===== src/rtl/nand_phy_pkg.sv =====
// Shared types and constants for the NAND PHY WE#/NCLK pin arbiter.
// D1/D2 levels are the values presented to the DDR output stage.
package nand_phy_pkg;

    localparam int DEF_NUM_BUS  = 2;
    localparam int DEF_NUM_PINS = 4;
    localparam int DEF_CNT_W    = 8;
    localparam int DEF_TURN_CYC = 2;

    typedef enum logic [1:0] {
        ST_IDLE = 2'd0,
        ST_RUN  = 2'd1,
        ST_GAP  = 2'd2
    } state_e;

    typedef struct packed {
        logic d1;
        logic d2;
    } ddr_lvl_t;

    localparam ddr_lvl_t LVL_IDLE  = ddr_lvl_t'(2'b11);
    localparam ddr_lvl_t LVL_ASYNC = ddr_lvl_t'(2'b01);
    localparam ddr_lvl_t LVL_SYNC  = ddr_lvl_t'(2'b10);

endpackage


===== src/rtl/nand_phy_oddr_bank.sv =====
// Bank of DDR output cells driving every shared WE#/NCLK pin from a common D1/D2.
// nand_phy_oddr is a behavioural stand-in for ODDR (OPPOSITE_EDGE, SYNC set/reset).
module nand_phy_oddr (
    input  logic c_i,
    input  logic ce_i,
    input  logic r_i,
    input  logic s_i,
    input  logic d1_i,
    input  logic d2_i,
    output logic q_o
);
    logic q1_q;
    logic q2_q;

    // NOTE: sequential state always uses non-blocking assignments so every flop samples pre-edge values.
    always_ff @(posedge c_i) begin
        if (r_i)       q1_q <= 1'b0;
        else if (s_i)  q1_q <= 1'b1;
        else if (ce_i) q1_q <= d1_i;
    end

    always_ff @(negedge c_i) begin
        if (r_i)       q2_q <= 1'b0;
        else if (s_i)  q2_q <= 1'b1;
        else if (ce_i) q2_q <= d2_i;
    end

    assign q_o = c_i ? q1_q : q2_q;
endmodule

module nand_phy_oddr_bank #(
    parameter int NUM_PINS = 4
) (
    input  logic                clk_i,
    input  logic                d1_i,
    input  logic                d2_i,
    output logic [NUM_PINS-1:0] q_o
);
    for (genvar p = 0; p < NUM_PINS; p++) begin : g_pin
        nand_phy_oddr u_oddr (
            .c_i  (clk_i),
            .ce_i (1'b1),
            .r_i  (1'b0),
            .s_i  (1'b0),
            .d1_i (d1_i),
            .d2_i (d2_i),
            .q_o  (q_o[p])
        );
    end
endmodule


===== src/rtl/nand_phy_wen_nclk_arb.sv =====
// Round-robin arbiter granting bus controllers bursts of WE# pulses or NCLK toggles
// on the shared pins, with a programmable idle turnaround between owners.
module nand_phy_wen_nclk_arb
    import nand_phy_pkg::*;
#(
    parameter int NUM_BUS  = DEF_NUM_BUS,
    parameter int NUM_PINS = DEF_NUM_PINS,
    parameter int CNT_W    = DEF_CNT_W,
    parameter int TURN_CYC = DEF_TURN_CYC
) (
    input  logic                     v_clk0,
    input  logic                     v_rst0,
    input  logic [NUM_BUS-1:0]       v_ctrl_req,
    input  logic [NUM_BUS-1:0]       v_ctrl_mode,
    input  logic [NUM_BUS*CNT_W-1:0] v_ctrl_cnt,
    input  logic                     v_abort,
    output logic [NUM_BUS-1:0]       v_ctrl_ack,
    output logic [NUM_BUS-1:0]       v_ctrl_done,
    output logic                     v_busy,
    output logic [NUM_PINS-1:0]      v_wen_nclk_shared
);
    localparam int BUS_W = (NUM_BUS > 1) ? $clog2(NUM_BUS) : 1;
    localparam int GAP_W = (TURN_CYC > 1) ? $clog2(TURN_CYC) : 1;

    state_e             state_q, state_d;
    logic [BUS_W-1:0]   ptr_q, ptr_d;
    logic [BUS_W-1:0]   owner_q, owner_d;
    logic               mode_q, mode_d;
    logic [CNT_W-1:0]   rem_q, rem_d;
    logic [GAP_W-1:0]   gap_q, gap_d;
    ddr_lvl_t           lvl_q, lvl_d;
    logic               hold_q;
    logic [BUS_W-1:0]   grant_idx;
    logic               grant_vld;
    logic               to_gap;
    logic [NUM_BUS-1:0] ack_c, done_c;

    // First requester at or after the pointer, wrapping around.
    always_comb begin
        grant_vld = 1'b0;
        grant_idx = '0;
        for (int i = 0; i < NUM_BUS; i++) begin
            if (!grant_vld && v_ctrl_req[(int'(ptr_q) + i) % NUM_BUS]) begin
                grant_vld = 1'b1;
                grant_idx = BUS_W'((int'(ptr_q) + i) % NUM_BUS);
            end
        end
    end

    // NOTE: every always_comb output gets a default first, so no path can infer a latch.
    always_comb begin
        state_d = state_q;
        ptr_d   = ptr_q;
        owner_d = owner_q;
        mode_d  = mode_q;
        rem_d   = rem_q;
        gap_d   = gap_q;
        ack_c   = '0;
        done_c  = '0;
        to_gap  = 1'b0;

        case (state_q)
            ST_IDLE: begin
                // hold_q blocks a grant in the first cycle after reset releases.
                if (grant_vld && !hold_q) begin
                    ack_c[grant_idx] = 1'b1;
                    owner_d = grant_idx;
                    mode_d  = v_ctrl_mode[grant_idx];
                    rem_d   = v_ctrl_cnt[int'(grant_idx)*CNT_W +: CNT_W];
                    ptr_d   = (int'(grant_idx) == NUM_BUS - 1) ? '0 : grant_idx + 1'b1;
                    state_d = ST_RUN;
                end
            end
            ST_RUN: begin
                if (v_abort) begin
                    rem_d  = '0;
                    to_gap = 1'b1;
                end else if (rem_q == '0) begin
                    done_c[owner_q] = 1'b1;
                    to_gap = 1'b1;
                end else begin
                    rem_d = rem_q - 1'b1;
                end
            end
            ST_GAP: begin
                if (gap_q == '0) state_d = ST_IDLE;
                else             gap_d   = gap_q - 1'b1;
            end
            default: state_d = ST_IDLE;
        endcase

        if (to_gap) begin
            if (TURN_CYC == 0) begin
                state_d = ST_IDLE;
            end else begin
                state_d = ST_GAP;
                gap_d   = GAP_W'(TURN_CYC - 1);
            end
        end

        // Level is decided from next state, so the registered D1/D2 lines up with the pulse cycle.
        lvl_d = LVL_IDLE;
        if (state_d == ST_RUN && rem_d != '0) lvl_d = mode_d ? LVL_SYNC : LVL_ASYNC;
    end

    always_ff @(posedge v_clk0) begin
        if (v_rst0) begin
            state_q <= ST_IDLE;
            ptr_q   <= '0;
            owner_q <= '0;
            mode_q  <= 1'b0;
            rem_q   <= '0;
            gap_q   <= '0;
            lvl_q   <= LVL_IDLE;
            hold_q  <= 1'b1;
        end else begin
            state_q <= state_d;
            ptr_q   <= ptr_d;
            owner_q <= owner_d;
            mode_q  <= mode_d;
            rem_q   <= rem_d;
            gap_q   <= gap_d;
            lvl_q   <= lvl_d;
            hold_q  <= 1'b0;
        end
    end

    assign v_ctrl_ack  = v_rst0 ? '0 : ack_c;
    assign v_ctrl_done = v_rst0 ? '0 : done_c;
    assign v_busy      = !v_rst0 && (state_q != ST_IDLE);

    nand_phy_oddr_bank #(
        .NUM_PINS (NUM_PINS)
    ) u_oddr_bank (
        .clk_i (v_clk0),
        .d1_i  (lvl_q.d1),
        .d2_i  (lvl_q.d2),
        .q_o   (v_wen_nclk_shared)
    );
endmodule

===== config.mk =====
export PLATFORM = sky130hd
export DESIGN_NAME = nand_phy_wen_nclk_arb
export DESIGN_NICKNAME = d
export VERILOG_FILES = /design/src/rtl/nand_phy_pkg.sv /design/src/rtl/nand_phy_oddr_bank.sv /design/src/rtl/nand_phy_wen_nclk_arb.sv
export SDC_FILE = /design/constraint.sdc
export NUM_CORES = 1
export LEC_CHECK = 0
export ABC_AREA = 1
export CAP_MARGIN = 15
export CORE_ASPECT_RATIO = 1.4
export CORE_MARGIN = 2
export CORE_UTILIZATION = 38
export CTS_CLUSTER_DIAMETER = 100
export DETAILED_ROUTE_END_ITERATION = 8
export HOLD_SLACK_MARGIN = 0.05
export PLACE_DENSITY = 0.72
export SLEW_MARGIN = 20
export SYNTH_ARGS = -nofsm -noshare
export SYNTH_HDL_FRONTEND = slang
export SYNTH_HIERARCHICAL = 1
export SYNTH_SLANG_ARGS = --single-unit

===== constraint.sdc =====
create_clock -name v_clk0 -period 1.6 [get_ports v_clk0]
set_clock_uncertainty 0.15 [all_clocks]
set_input_delay 0.32 -clock v_clk0 [delete_from_list [all_inputs] [get_ports v_clk0]]
set_output_delay 0.32 -clock v_clk0 [all_outputs]
set_load 0.02 [all_outputs]

==> results.py <==
metrics = {
    "sta": {
        "report.final.setup_viol": 24,
        "timing.final.max_slew_violations": 0,
        "hold_slack_ns": 0.3387,
        "final_setup_margin_ns": -0.7581,
        "final_hold_viol_count": 0,
        "rsz0062_at_grt": "yes",
    },
    "cells_and_area": {
        "insertedDiodeCount": 0,
        "area_growth_pct": 83.22,
        "nNetsFinal": 442,
        "final_non_filler_cell_total": 476,
        "layout.cells.most_common": "nand2_1",
        "final_area_sq_um": 3088,
        "n_fill_cell": 304,
        "most_frequent_cells_in_the_layout": "68 x nand2_1, 57 x buf_4, 46 x nor2_1, 33 x inv_1, 28 x conb_1",
        "final_core_utilization_pct": 72.85,
        "post_route_cells_drive_above_1_share_pct": 41.59,
    },
    "die": {
        "floorplan.die.height_microns": 82.80,
        "core_area_sq_um": 4239,
        "effective_utilization_at_floorplan_pct": 39.76,
        "die_area_sq_um": 4992,
        "floorplan.io_pins": 32,
        "row_count": 28,
        "die_w_microns": 60.29,
    },
    "synth": {
        "syn-cell-area_sq_um": 1685,
        "synth.yosys.warnings": 6,
        "yosys.cell_types.count": 23,
        "synth_top_cell_by_area": "dfxtp_1",
        "syn-mean-instance-area_sq_um": 5.812,
        "post_synth_main_area_contributors": "dfxtp_1 30%, nand2_1 18%, nor2_1 13%",
        "synth_largest_type_area_fraction_pct": 29.70,
        "ys_seq_area_share_pct": 29.70,
        "post_synth_inst_count": 290,
        "synth.ff_latch_count": 25,
    },
    "critical_path": {
        "worstSetupPathType": "flip-flop to output port",
        "endpoint_kind": "output port",
        "cp_slowest_cell": "dfxtp_2",
        "cp-start-kind": "flip-flop",
        "critPathMaxStageDelay_ns": 0.32,
        "timing.critical_path.required_ns": 1.13,
        "worstPathMaxFanout": 2,
        "worstPathArrival_ns": 1.89,
        "crit_chain": "inv_2 > o21ai_4 > buf_6",
    },
    "clock_network": {
        "clk_pin_slew_worst_paths_ns": 0.11,
        "clkLatencyLatePin_ns": 0.40,
        "tritoncts": "built",
        "cts_hold_repair.buffers": 0,
    },
    "outcome": {
        "outcome": "complete, but fails checks",
        "failed_checks": "negative setup slack",
    },
    "flow_run": {
        "drv_cap": 0,
    },
    "grt": {
        "grt_pass1_wl_microns": 8542,
        "grt_overflow": 0,
        "globalRouteTotalUtil_pct": 22.12,
        "grt_start_max_net_pins": 16,
        "first_global_vias": 2197,
        "antenna_found_initial": 0,
    },
    "placed_design": {
        "detailedPlacementHpwl_microns": 3570,
        "placed_cell_area_sq_um": 2621,
        "gp_congestion": 0.8727,
        "post-place-cells": 451,
        "io_buffers": 31,
        "pre_cts_ws_ns": -0.7575,
    },
    "min_path": {
        "holdCritPathClass": "flip-flop to flip-flop",
    },
    "route": {
        "drt-vias-per-instance": 4.542,
        "drcViolationCount": 0,
        "route.vias.total": 2162,
        "final_antenna_net_count": 0,
        "route.final.wire_length_microns": 5435,
        "iteration_count_of_the_initial_detailed_routing_pass": 5,
        "detail_route.iter0.violations": 68,
        "drt-wirelength-per-cell_microns": 11.42,
    },
    "power": {
        "vdd_drop_max_uv": 447.0,
        "power_density_nw_per_um2": 1006,
        "leakagePower_nw": 1.575,
    },
}
## layer usage
metal  part of all wire [%]  wire length, microns  vias to the layer above  track usage, %
li1                       -                     -                     1112               -
met1                     36                  1950                      941           21.53
met2                     54                  2914                       86           37.35
met3                    5.7                   308                       23           7.165
met4                    4.8                   261                        0           15.35
met5                      0                     0                        -               0
## sequential cells by signal, indices dropped and copies added, names as in the netlist
register,count
rem_q,8
u_oddr_bank/g_pin.u_oddr/q1_q,4
u_oddr_bank/g_pin.u_oddr/q2_q,4
lvl_q,2
state_q,2
gap_q,1
hold_q,1
mode_q,1
owner_q,1
ptr_q,1
## Yosys cell counts, drive strengths merged
cell type	number
nand3	26
nand2	87
o22ai	1
a211oi	2
a21oi	5
dfxtp	25
nor3	5
inv	46
xor2	1
conb	2
nand4	1
buf	3
o21bai	1
o21ai	14
clkbuf	1
ha	2
nor2	66
a21boi	2
## per-stage QoR
step / power (mW) / setup TNS [ns]
after floorplan: 1.473 / -0.7905
after global placement: 1.934 / -11.74
final: 3.106 / -5.782
after global routing: 3.285 / -7.077
after CTS: 2.902 / -4.661
after detailed placement: 1.951 / -12.31
## repair_timing
item / in CTS / in global routing
endpoints found under the setup margin: 28 / 30
buffers inserted: 13 / 12
pin swaps: 21 / 30
gates resized for setup: 91 / 52
## final cells by class
| type | count | area (sq um) | share of cell area (%) |
|---|---|---|---|
| clock buffer | 11 | 141.4 | 4.579 |
| clock inverter | 5 | 23.77 | 0.7699 |
| inverter | 42 | 162.7 | 5.267 |
| multi-input combinational | 241 | 1381 | 44.73 |
| sequential | 25 | 518.0 | 16.77 |
| tap | 60 | 75.07 | 2.431 |
| timing repair buffer | 92 | 785.8 | 25.45 |
## worst max-delay path: cells and delay by family (launching register included)
kind,cells,cell delay [ns]
buffers and inverters,2,0.17
AOI/OAI and AO/OA,1,0.11
DFF,1,0.32
## where the power goes
| part | total (mW) | switching (mW) | internal, mW |
|---|---|---|---|
| combinational | 1.13 | 0.581 | 0.554 |
| clock | 1.25 | 0.609 | 0.636 |
| sequential | 0.726 | 0.0408 | 0.686 |
## cell families after synthesis
logic type | synth area share [%]
flip-flops | 29.70
AO/OA/AOI/OAI | 8.463
XOR/XNOR | 0.5198
buffers and inverters | 11.80
AND/OR/NAND/NOR | 47.59
adder cells (fa/ha/maj) | 1.485
other | 0.4456
## worst paths after layout
path                     endpoint                                           from  depth (start not counted)  slack [ns]
min reg2reg    ptr_q$_SDFFE_PP0P_                             ptr_q$_SDFFE_PP0P_                          2        0.34
max          v_wen_nclk_shared[0]  u_oddr_bank/g_pin[0].u_oddr/q2_q$_SDFFE_NP0P_                          3       -0.76
max reg2reg   lvl_q[0]$_SDFF_PP1_                            rem_q[1]$_SDFF_PP0_                         14       -0.31
min            ptr_q$_SDFFE_PP0P_                             ptr_q$_SDFFE_PP0P_                          2        0.34
(Power assumes the default switching activity.)
